**src/rtl/wb_pkg.sv**
```systemverilog
// Shared types and limits for the Wishbone register device.
// The retry feature is controlled by the WB_DEV_RETRY_EN macro; see wb_reg_device.
package wb_pkg;

    // Transaction FSM states
    typedef enum logic [1:0] {
        ST_IDLE = 2'd0,
        ST_WAIT = 2'd1,
        ST_RESP = 2'd2
    } wb_state_e;

    // Termination chosen for a transaction
    typedef enum logic [1:0] {
        RESP_ACK = 2'd0,
        RESP_ERR = 2'd1,
        RESP_RTY = 2'd2
    } wb_resp_e;

    // Largest supported LATENCY and the counter width it needs
    localparam int LATENCY_MAX = 15;
    localparam int CNT_WIDTH   = $clog2(LATENCY_MAX + 1);

endpackage

```
**src/rtl/wb_reg_bank.sv**
```systemverilog
// Register array for the Wishbone register device: one write port,
// one combinational read port and a flat view of every register.
module wb_reg_bank
    import wb_pkg::*;
#(
    parameter int DAT_WIDTH = 8,
    parameter int ADR_WIDTH = 2,
    parameter int NUM_REGS  = 4
) (
    input  logic                          clk,
    input  logic                          rst,
    input  logic                          wr_en,
    input  logic [ADR_WIDTH-1:0]          wr_adr,
    input  logic [DAT_WIDTH-1:0]          wr_dat,
    input  logic [ADR_WIDTH-1:0]          rd_adr,
    output logic [DAT_WIDTH-1:0]          rd_dat,
    output logic [NUM_REGS*DAT_WIDTH-1:0] regs
);

    logic [DAT_WIDTH-1:0] mem [NUM_REGS];

    // Storage: cleared by reset, a single register updated per committed write
    always_ff @(posedge clk or posedge rst) begin
        if (rst) begin
            for (int k = 0; k < NUM_REGS; k++) begin
                mem[k] <= '0;
            end
        end else if (wr_en) begin
            for (int k = 0; k < NUM_REGS; k++) begin
                if (wr_adr == ADR_WIDTH'(k)) begin
                    mem[k] <= wr_dat;
                end
            end
        end
    end

    // Read mux; addresses past the last implemented register read as zero
    always_comb begin
        rd_dat = '0;
        for (int k = 0; k < NUM_REGS; k++) begin
            if (rd_adr == ADR_WIDTH'(k)) begin
                rd_dat = mem[k];
            end
        end
    end

    // Flat register view, register k in slice [k*DAT_WIDTH +: DAT_WIDTH]
    always_comb begin
        regs = '0;
        for (int k = 0; k < NUM_REGS; k++) begin
            regs[k*DAT_WIDTH +: DAT_WIDTH] = mem[k];
        end
    end

endmodule

```
**src/rtl/wb_reg_device.sv**
```systemverilog
// Wishbone-style register device: accepts one request at a time, waits
// LATENCY cycles and terminates it with a registered ack, err or rty.
// Define WB_DEV_RETRY_EN to let lock_i turn otherwise-good requests into
// retries; without it rty_o is tied low and lock_i is ignored.
module wb_reg_device
    import wb_pkg::*;
#(
    parameter int DAT_WIDTH = 8,
    parameter int ADR_WIDTH = 2,
    parameter int NUM_REGS  = 4,
    parameter int LATENCY   = 1
) (
    input  logic                          clk_i,
    input  logic                          rst_i,
    input  logic                          cyc_i,
    input  logic                          stb_i,
    input  logic                          we_i,
    input  logic [ADR_WIDTH-1:0]          adr_i,
    input  logic [DAT_WIDTH-1:0]          dat_i,
    input  logic                          lock_i,
    output logic [DAT_WIDTH-1:0]          dat_o,
    output logic                          ack_o,
    output logic                          err_o,
    output logic                          rty_o,
    output logic                          stall_o,
    output logic [NUM_REGS*DAT_WIDTH-1:0] reg_o
);

    localparam logic [1:0] IDLE = ST_IDLE;
    localparam logic [1:0] WAIT = ST_WAIT;
    localparam logic [1:0] RESP = ST_RESP;

    logic [1:0]           state;
    logic [CNT_WIDTH-1:0] cnt;
    logic                 busy;
    logic                 accept;
    logic                 go_resp;

    logic [ADR_WIDTH-1:0] lat_adr;
    logic                 lat_we;
    logic [DAT_WIDTH-1:0] lat_dat;

    logic [ADR_WIDTH-1:0] req_adr;
    logic                 req_we;
    logic [DAT_WIDTH-1:0] req_dat;

    logic                 adr_bad;
    wb_resp_e             resp_sel;
    logic                 commit;
    logic [DAT_WIDTH-1:0] rd_data;
    logic                 ack_q;
    logic                 err_q;

    assign busy    = (state != IDLE);
    assign stall_o = busy && cyc_i && stb_i;
    assign accept  = cyc_i && stb_i && !stall_o;

    // Request seen by the response logic: live inputs when a zero-latency
    // request is being accepted, the latched copy once the FSM has left IDLE
    always_comb begin
        req_adr = lat_adr;
        req_we  = lat_we;
        req_dat = lat_dat;
        if (state == IDLE) begin
            req_adr = adr_i;
            req_we  = we_i;
            req_dat = dat_i;
        end
    end

    // Marks the edge that moves the FSM into RESP, where the termination is chosen
    always_comb begin
        go_resp = 1'b0;
        if (state == IDLE) begin
            go_resp = accept && (LATENCY == 0);
        end else if (state == WAIT) begin
            go_resp = cyc_i && (cnt == '0);
        end
    end

    assign adr_bad = ({1'b0, req_adr} >= (ADR_WIDTH + 1)'(NUM_REGS));

    // Termination priority: bad address first, then lock, then normal ack
    always_comb begin
        resp_sel = RESP_ACK;
        if (adr_bad) begin
            resp_sel = RESP_ERR;
        end
`ifdef WB_DEV_RETRY_EN
        else if (lock_i) begin
            resp_sel = RESP_RTY;
        end
`endif
    end

    assign commit = go_resp && (resp_sel == RESP_ACK) && req_we;

    // Transaction FSM with the wait-cycle counter
    always_ff @(posedge clk_i or posedge rst_i) begin
        if (rst_i) begin
            state <= IDLE;
            cnt   <= '0;
        end else begin
            case (state)
                IDLE: begin
                    if (accept) begin
                        if (LATENCY == 0) begin
                            state <= RESP;
                        end else begin
                            state <= WAIT;
                            cnt   <= CNT_WIDTH'(LATENCY - 1);
                        end
                    end
                end
                WAIT: begin
                    if (!cyc_i) begin
                        state <= IDLE;
                        cnt   <= '0;
                    end else if (cnt == '0) begin
                        state <= RESP;
                    end else begin
                        cnt <= cnt - 1'b1;
                    end
                end
                RESP: begin
                    state <= IDLE;
                end
                default: begin
                    state <= IDLE;
                    cnt   <= '0;
                end
            endcase
        end
    end

    // Capture the request at acceptance so later bus activity cannot disturb it
    always_ff @(posedge clk_i or posedge rst_i) begin
        if (rst_i) begin
            lat_adr <= '0;
            lat_we  <= 1'b0;
            lat_dat <= '0;
        end else if (accept) begin
            lat_adr <= adr_i;
            lat_we  <= we_i;
            lat_dat <= dat_i;
        end
    end

    // Registered terminations, high for the single RESP cycle; read data
    // is only refreshed by an acked read and held otherwise
    always_ff @(posedge clk_i or posedge rst_i) begin
        if (rst_i) begin
            ack_q <= 1'b0;
            err_q <= 1'b0;
            dat_o <= '0;
        end else begin
            ack_q <= go_resp && (resp_sel == RESP_ACK);
            err_q <= go_resp && (resp_sel == RESP_ERR);
            if (go_resp && (resp_sel == RESP_ACK) && !req_we) begin
                dat_o <= rd_data;
            end
        end
    end

    assign ack_o = ack_q;
    assign err_o = err_q;

`ifdef WB_DEV_RETRY_EN
    logic rty_q;

    // Registered retry termination, raised when the lock wins arbitration
    always_ff @(posedge clk_i or posedge rst_i) begin
        if (rst_i) begin
            rty_q <= 1'b0;
        end else begin
            rty_q <= go_resp && (resp_sel == RESP_RTY);
        end
    end

    assign rty_o = rty_q;
`else
    logic unused_lock;

    assign unused_lock = lock_i;
    assign rty_o       = 1'b0;
`endif

    wb_reg_bank #(
        .DAT_WIDTH (DAT_WIDTH),
        .ADR_WIDTH (ADR_WIDTH),
        .NUM_REGS  (NUM_REGS)
    ) u_bank (
        .clk    (clk_i),
        .rst    (rst_i),
        .wr_en  (commit),
        .wr_adr (req_adr),
        .wr_dat (req_dat),
        .rd_adr (req_adr),
        .rd_dat (rd_data),
        .regs   (reg_o)
    );

endmodule

```
**config.mk**
```make
export PLATFORM = sky130hd
export DESIGN_NAME = wb_reg_device
export DESIGN_NICKNAME = d
export VERILOG_FILES = /design/src/rtl/wb_pkg.sv /design/src/rtl/wb_reg_bank.sv /design/src/rtl/wb_reg_device.sv
export SDC_FILE = /design/constraint.sdc
export NUM_CORES = 1
export LEC_CHECK = 0
export CAP_MARGIN = 20
export CELL_PAD_IN_SITES_DETAIL_PLACEMENT = 0
export CELL_PAD_IN_SITES_GLOBAL_PLACEMENT = 1
export CORE_ASPECT_RATIO = 0.5
export CORE_MARGIN = 1
export CORE_UTILIZATION = 36
export CTS_CLUSTER_DIAMETER = 60
export DETAILED_ROUTE_END_ITERATION = 7
export PLACE_DENSITY = 0.83
export REMOVE_ABC_BUFFERS = 1
export SLEW_MARGIN = 40
export SYNTH_ARGS = -nofsm -noshare
export SYNTH_HDL_FRONTEND = slang
export SYNTH_SLANG_ARGS = --single-unit
```
**constraint.sdc**
```tcl
create_clock -name clk_i -period 2.1 [get_ports clk_i]
set_clock_uncertainty 0.1 [all_clocks]
set_input_delay 0.42 -clock clk_i [delete_from_list [all_inputs] [get_ports clk_i]]
set_output_delay 0.42 -clock clk_i [all_outputs]
set_load 0.02 [all_outputs]
```
# == Word level (Yosys, flattened, before mapping) ==
# Index checks and enable logic that the tools add are counted.
# totals
reg_bits,58
input_bits,16
output_inout_bits,44
word_cells,57
# op_classes
n_addsub,1
eq_ne,8
n_mux,17
bitwise,1
reduce_logical,19
# op_table
operator,n
8-bit 2-to-1 mux,5
4-bit 2-to-1 mux,3
4-bit case mux with 3 select lines,1
2-bit AND reduction,5
2-bit 2-to-1 mux,4
1-bit logical AND,7
"2-bit equality test, second input constant",3
"2-bit by 1-bit equality test with 1-bit output, second input constant",2
2-bit zero test,2
4-bit zero test,1
2-bit case mux with 2 select lines,1
"4-bit by 1-bit subtractor with 4-bit output, second input constant",1
1-bit 2-to-1 mux,3
"3-bit by 2-bit != test with 1-bit output, second input constant",1
"3-bit != test, second input constant",1
3-bit AND reduction,1
1-bit zero test,2
"2-bit != test, second input constant",1
2-bit nonzero test,1
1-bit NOT,1

# == Longest topological paths before layout ==
# logic_depth
ltp_word,7
mapped_depth,7

# == Modules after synthesis ==
# From an unflattened synthesis, not the netlist that was laid out.
# unflattened
cells_unflattened,169
area_unflattened_um2,2616.3
# modules_own_cells
mod,n_inst,cells_each,area_per_inst_um2,seq_area_each_um2
wb_reg_bank,1,79,1406.3,800.8
wb_reg_device,1,90,1209.9,650.6

# == Worst setup path before layout ==
# OpenSTA, ideal clock, no wires.
# synth_timing
path_type,register to register
from,register cnt[0]
to,register u_bank.mem (netlist bit u_bank.regs[0])
setup_time_ns,0.125
arrival_ns,1.937
required_time_ns,1.875
path_slack_ns,-0.063
stages_incl_launch_ff,8
path_buffers,1
cell_sequence,dfrtp_1 > inv_1 > ha_1 > nor3b_2 > nand3_2 > or3b_1 > buf_6 > mux2_4
# synth_between
elab_chain_cells,6
# synth_rtl
element,line,rtl
start: declaration,wb_reg_device.sv:34,logic [CNT_WIDTH-1:0] cnt;
start signal: assignment,wb_reg_device.sv:111,cnt <= CNT_WIDTH'(LATENCY - 1);
start signal: assignment,wb_reg_device.sv:122,cnt <= cnt - 1'b1;
4-bit zero test,wb_reg_device.sv:77,go_resp = cyc_i && (cnt == '0);
1-bit logical AND,wb_reg_device.sv:77,
1-bit 2-to-1 mux,wb_reg_device.sv:76,end else if (state == WAIT) begin
1-bit 2-to-1 mux,wb_reg_device.sv:74,if (state == IDLE) begin
1-bit logical AND,wb_reg_device.sv:96,assign commit = go_resp && (resp_sel == RESP_ACK) && req_we;
2-bit AND reduction (no line),n/a,
end signal: indexed assignment,wb_reg_bank.sv:31,mem[k] <= wr_dat;
end: declaration,wb_reg_bank.sv:20,logic [DAT_WIDTH-1:0] mem [NUM_REGS];
# Every way passes these cells.
# A chain may end at the register's enable or synchronous reset.

# == Final worst setup path ==
# layout_timing
from,register state[1]
to,register u_bank.mem (netlist bit u_bank.regs[21])
# layout_between
elab_chain_cells,5
# layout_rtl
element,line,rtl
start: declaration,wb_reg_device.sv:33,logic [1:0] state;
start signal: assignment,wb_reg_device.sv:101,state <= IDLE;
start signal: assignment,wb_reg_device.sv:108,state <= RESP;
start signal: assignment,wb_reg_device.sv:110,state <= WAIT;
2-bit by 1-bit equality test with 1-bit output,wb_reg_device.sv:76,
1-bit 2-to-1 mux,wb_reg_device.sv:76,
1-bit 2-to-1 mux,wb_reg_device.sv:74,
1-bit logical AND,wb_reg_device.sv:96,
2-bit AND reduction (no line),n/a,
# Several ways; a longest one is shown, not always the timed one.

==> results.md <==
- Compound-Gate Fraction of Synth Area: 0.1015
- Root Driver: clkbuf_16
- XOR/XNOR Fraction of Synth Area: 0.003131
- IO Count: 60
- WL/cell: roughly 18 um
- Most frequent cells in the layout: dfrtp_1 (56), clkdlybuf4s50_1 (53), mux2_2 (34), buf_4 (30), mux2_4 (15)
- PnR worst setup slack: a little over 0.04 ns
- Die ar.: between 8000 and 9000 um2
- Slew Limit Fails: 0
- GR Util All Layers: 0.1964
- Overall routed net length: ~7.4 mm
- Met2 wire len: roughly 3.8 mm
- Predominant post-synthesis flop cell: dfrtp_1
- Max Cap Viol: 0
- Crit path cell chain: or4b_1 > o31a_1 > or2_4 > buf_12 > mux2_4
- #FFs+latches synth: between 50 and 60
- Met3 wire len: 233 um
- Row cnt: 22
- Routability-driven placement congestion ratio: around 0.84
- Cell Area, Synth: 2798 um2
- Achievable Freq: roughly 0.49 GHz
- Hold Path Class: input port to asynchronous set/reset pin
- CP Launch Type: register
- Pre-CTS setup slack: -0.3751 ns
- Period utilization: 0.9805
- Simple-Gate Fraction of Synth Area: 0.1105
- Setup Crit Path Kind: register to register
- DRT Pass-1 Iters: 4
- H-tree levels: 3
- DRC Markers: 0
- Power density over cell area: about 1600 nW/um2
- Leak pwr: roughly 1.9 nW
- Final setup vio count: 0
- Fin crit period: ~2.1 ns
- Vias post-DR: about 2200
- Post-DP HPWL: 5.150 mm
- Pin count of the biggest net entering global routing: 59
- Worst EP arrival: about 2.2 ns
- Antenna viol nets, final: 0
- Clock latency on the worst-skew pair: approximately 0.32 ns
- Die Span Y: between 60 and 70 um
- Yosys warns: 0
- Adder-cell area share of the yosys netlist: 0.008945
- CTS tree: done
- Critical path required time: 2.20 ns
- Reg2reg path depth: 5
- Initial drt markers: roughly 130
- Cell count after synthesis: ~220
- Grt ovf: 0
- Top sig layer: met4
- Crit-path max cell delay: 0.53 ns
- Total Power: around 6.4 mW
- CTS Sinks: 58
- Commonest non-fill, non-tap cell in the layout: dfrtp_1
- Top fanout value on the critical path: 10
- Clock transition at path regs: 0.05 ns
- RSZ-0062 raised after global routing: true
- Layout cells sized above 1: 0.3892
- Largest family of logic cells by synthesized area: multiplexers
- Starting Density: 0.3764
- First-pass GRT wire length: ~12 mm
- Setup crit end kind: register
- Vias in the first global route: approximately 2300
- Status: finished, final reports clean
- Chip width: 126.7 um
- Seq/Total Area, Yosys: 0.5188
- Antenna fix cells: 0
- Vias/cell: between 5 and 6
- Avg Inst Size Synth: roughly 13 um2
- Final count of hold timing violations: 0
- Clk buf depth: 2
- Wl on met1: around 3.3 mm
- Area delta synth->final: 46.11%
- Post-synth EDFFs: 0
- Post-synthesis mux area share: 0.2209
- Num CTS Buffers: 9
- Port buffer count: between 50 and 60
- Nets@finish: 330
- VDD IR max: 462.9 uV
- Critical path's slowest cell: or4b_1
- Asr flop ratio synth: 1.000
- Hold Buf Count CTS: 0
- Core Box Area: 7432 um2
- Initial antenna violation count: 0
- Cell variety after synth: slightly above 40
[stage by stage]
step / utilization / cell area, um2 / TNS [ns] / hold slack (ns) / instances
after floorplan: - / 2719 / -2.417 / 0.3767 / 208
after global placement: 0.4985 / 3705 / -7.758 / 0.3857 / 395
after detailed placement: 0.4985 / 3705 / -8.924 / 0.3992 / 395
after CTS: 0.5439 / 4043 / -0.003948 / 0.3925 / 412
after global routing: 0.5500 / 4088 / -0.4209 / 0.4301 / 412
final: 0.5500 / 4088 / 0 / 0.3708 / 412
[cell usage after synthesis (2+ instances only)]
master | number | area [um2]
mux2_4 | 15 | 225.2
a211oi_1 | 16 | 120.1
a21oi_1 | 2 | 10.01
buf_6 | 4 | 45.04
nor4bb_1 | 2 | 20.02
and3_1 | 8 | 50.05
mux2_2 | 34 | 382.9
buf_2 | 3 | 15.01
buf_4 | 2 | 15.01
nand2_1 | 6 | 22.52
or3b_1 | 4 | 35.03
nand3b_1 | 3 | 22.52
inv_1 | 4 | 15.01
o22ai_1 | 11 | 68.82
nor2_1 | 14 | 52.55
o21ai_0 | 6 | 30.03
nor3_1 | 2 | 10.01
ha_1 | 2 | 25.02
dfrtp_1 | 58 | 1451
[logic make-up after synthesis]
| kind of cell | after synthesis |
|---|---|
| other cells | 1 |
| mux | 50 |
| xor+xnor | 1 |
| compound gates | 41 |
| buf+inv | 15 |
| fa+ha+maj | 2 |
| flops | 58 |
| simple gates | 50 |
[critical path: cells and delay by family, from the launching register on]
kind / cells / cell delay (ns)
AO/OA/AOI/OAI: 1 / 0.14
buffers and inverters: 1 / 0.15
flip-flops: 1 / 0.46
multiplexers: 1 / 0.30
AND/OR/NAND/NOR: 2 / 0.79
[worst paths after layout]
kind	from	end	slack [ns]
max	state[1]	u_bank.regs[21]	0.04
max reg2reg	state[1]	u_bank.regs[21]	0.04
min in group clk_i	lat_dat[2]	lat_dat[2]	0.41
min	rst_i	lat_dat[5]	0.37
min reg2reg	lat_dat[2]	lat_dat[2]	0.41
max in group asynchronous	rst_i	state[0]	1.24
[state kept, by name (all words and copies together) (netlist names)]
| signal | cells |
|---|---|
| u_bank.regs | 32 |
| dat_o | 8 |
| lat_dat | 8 |
| cnt | 4 |
| lat_adr | 2 |
| state | 2 |
| ack_o | 1 |
| lat_we | 1 |
[where the power goes]
group          internal, mW  switching, mW
Clock                 0.939          0.475
Sequential             1.58          0.407
Combinational          1.61           1.43
Total                  4.13           2.31
[area by class of cell]
class                           instances  area (um2)
Fill cell                             614        3344
Sequential cell                        58        1454
Multi-Input combinational cell        146        1334
Timing Repair Buffer                   93       878.3
Clock buffer                           12       246.5
Tap cell                               96       120.1
Clock inverter                          3       40.04
Inverter                                4       15.01
[repair_timing]
item,CTS,global route
pin swaps,2,9
buffers inserted,1,1
endpoints found under the setup margin,25,32
hold endpoints to repair,0,0
gates cloned,1,0
resized for setup,14,16
[per-layer routing]
metal	vias up	track usage
met2	51	0.3508
met4	0	0.04911
met5	-	0
met3	12	0.04774
met1	1114	0.2404
li1	999	-
Power figures use the tool's default switching activity.
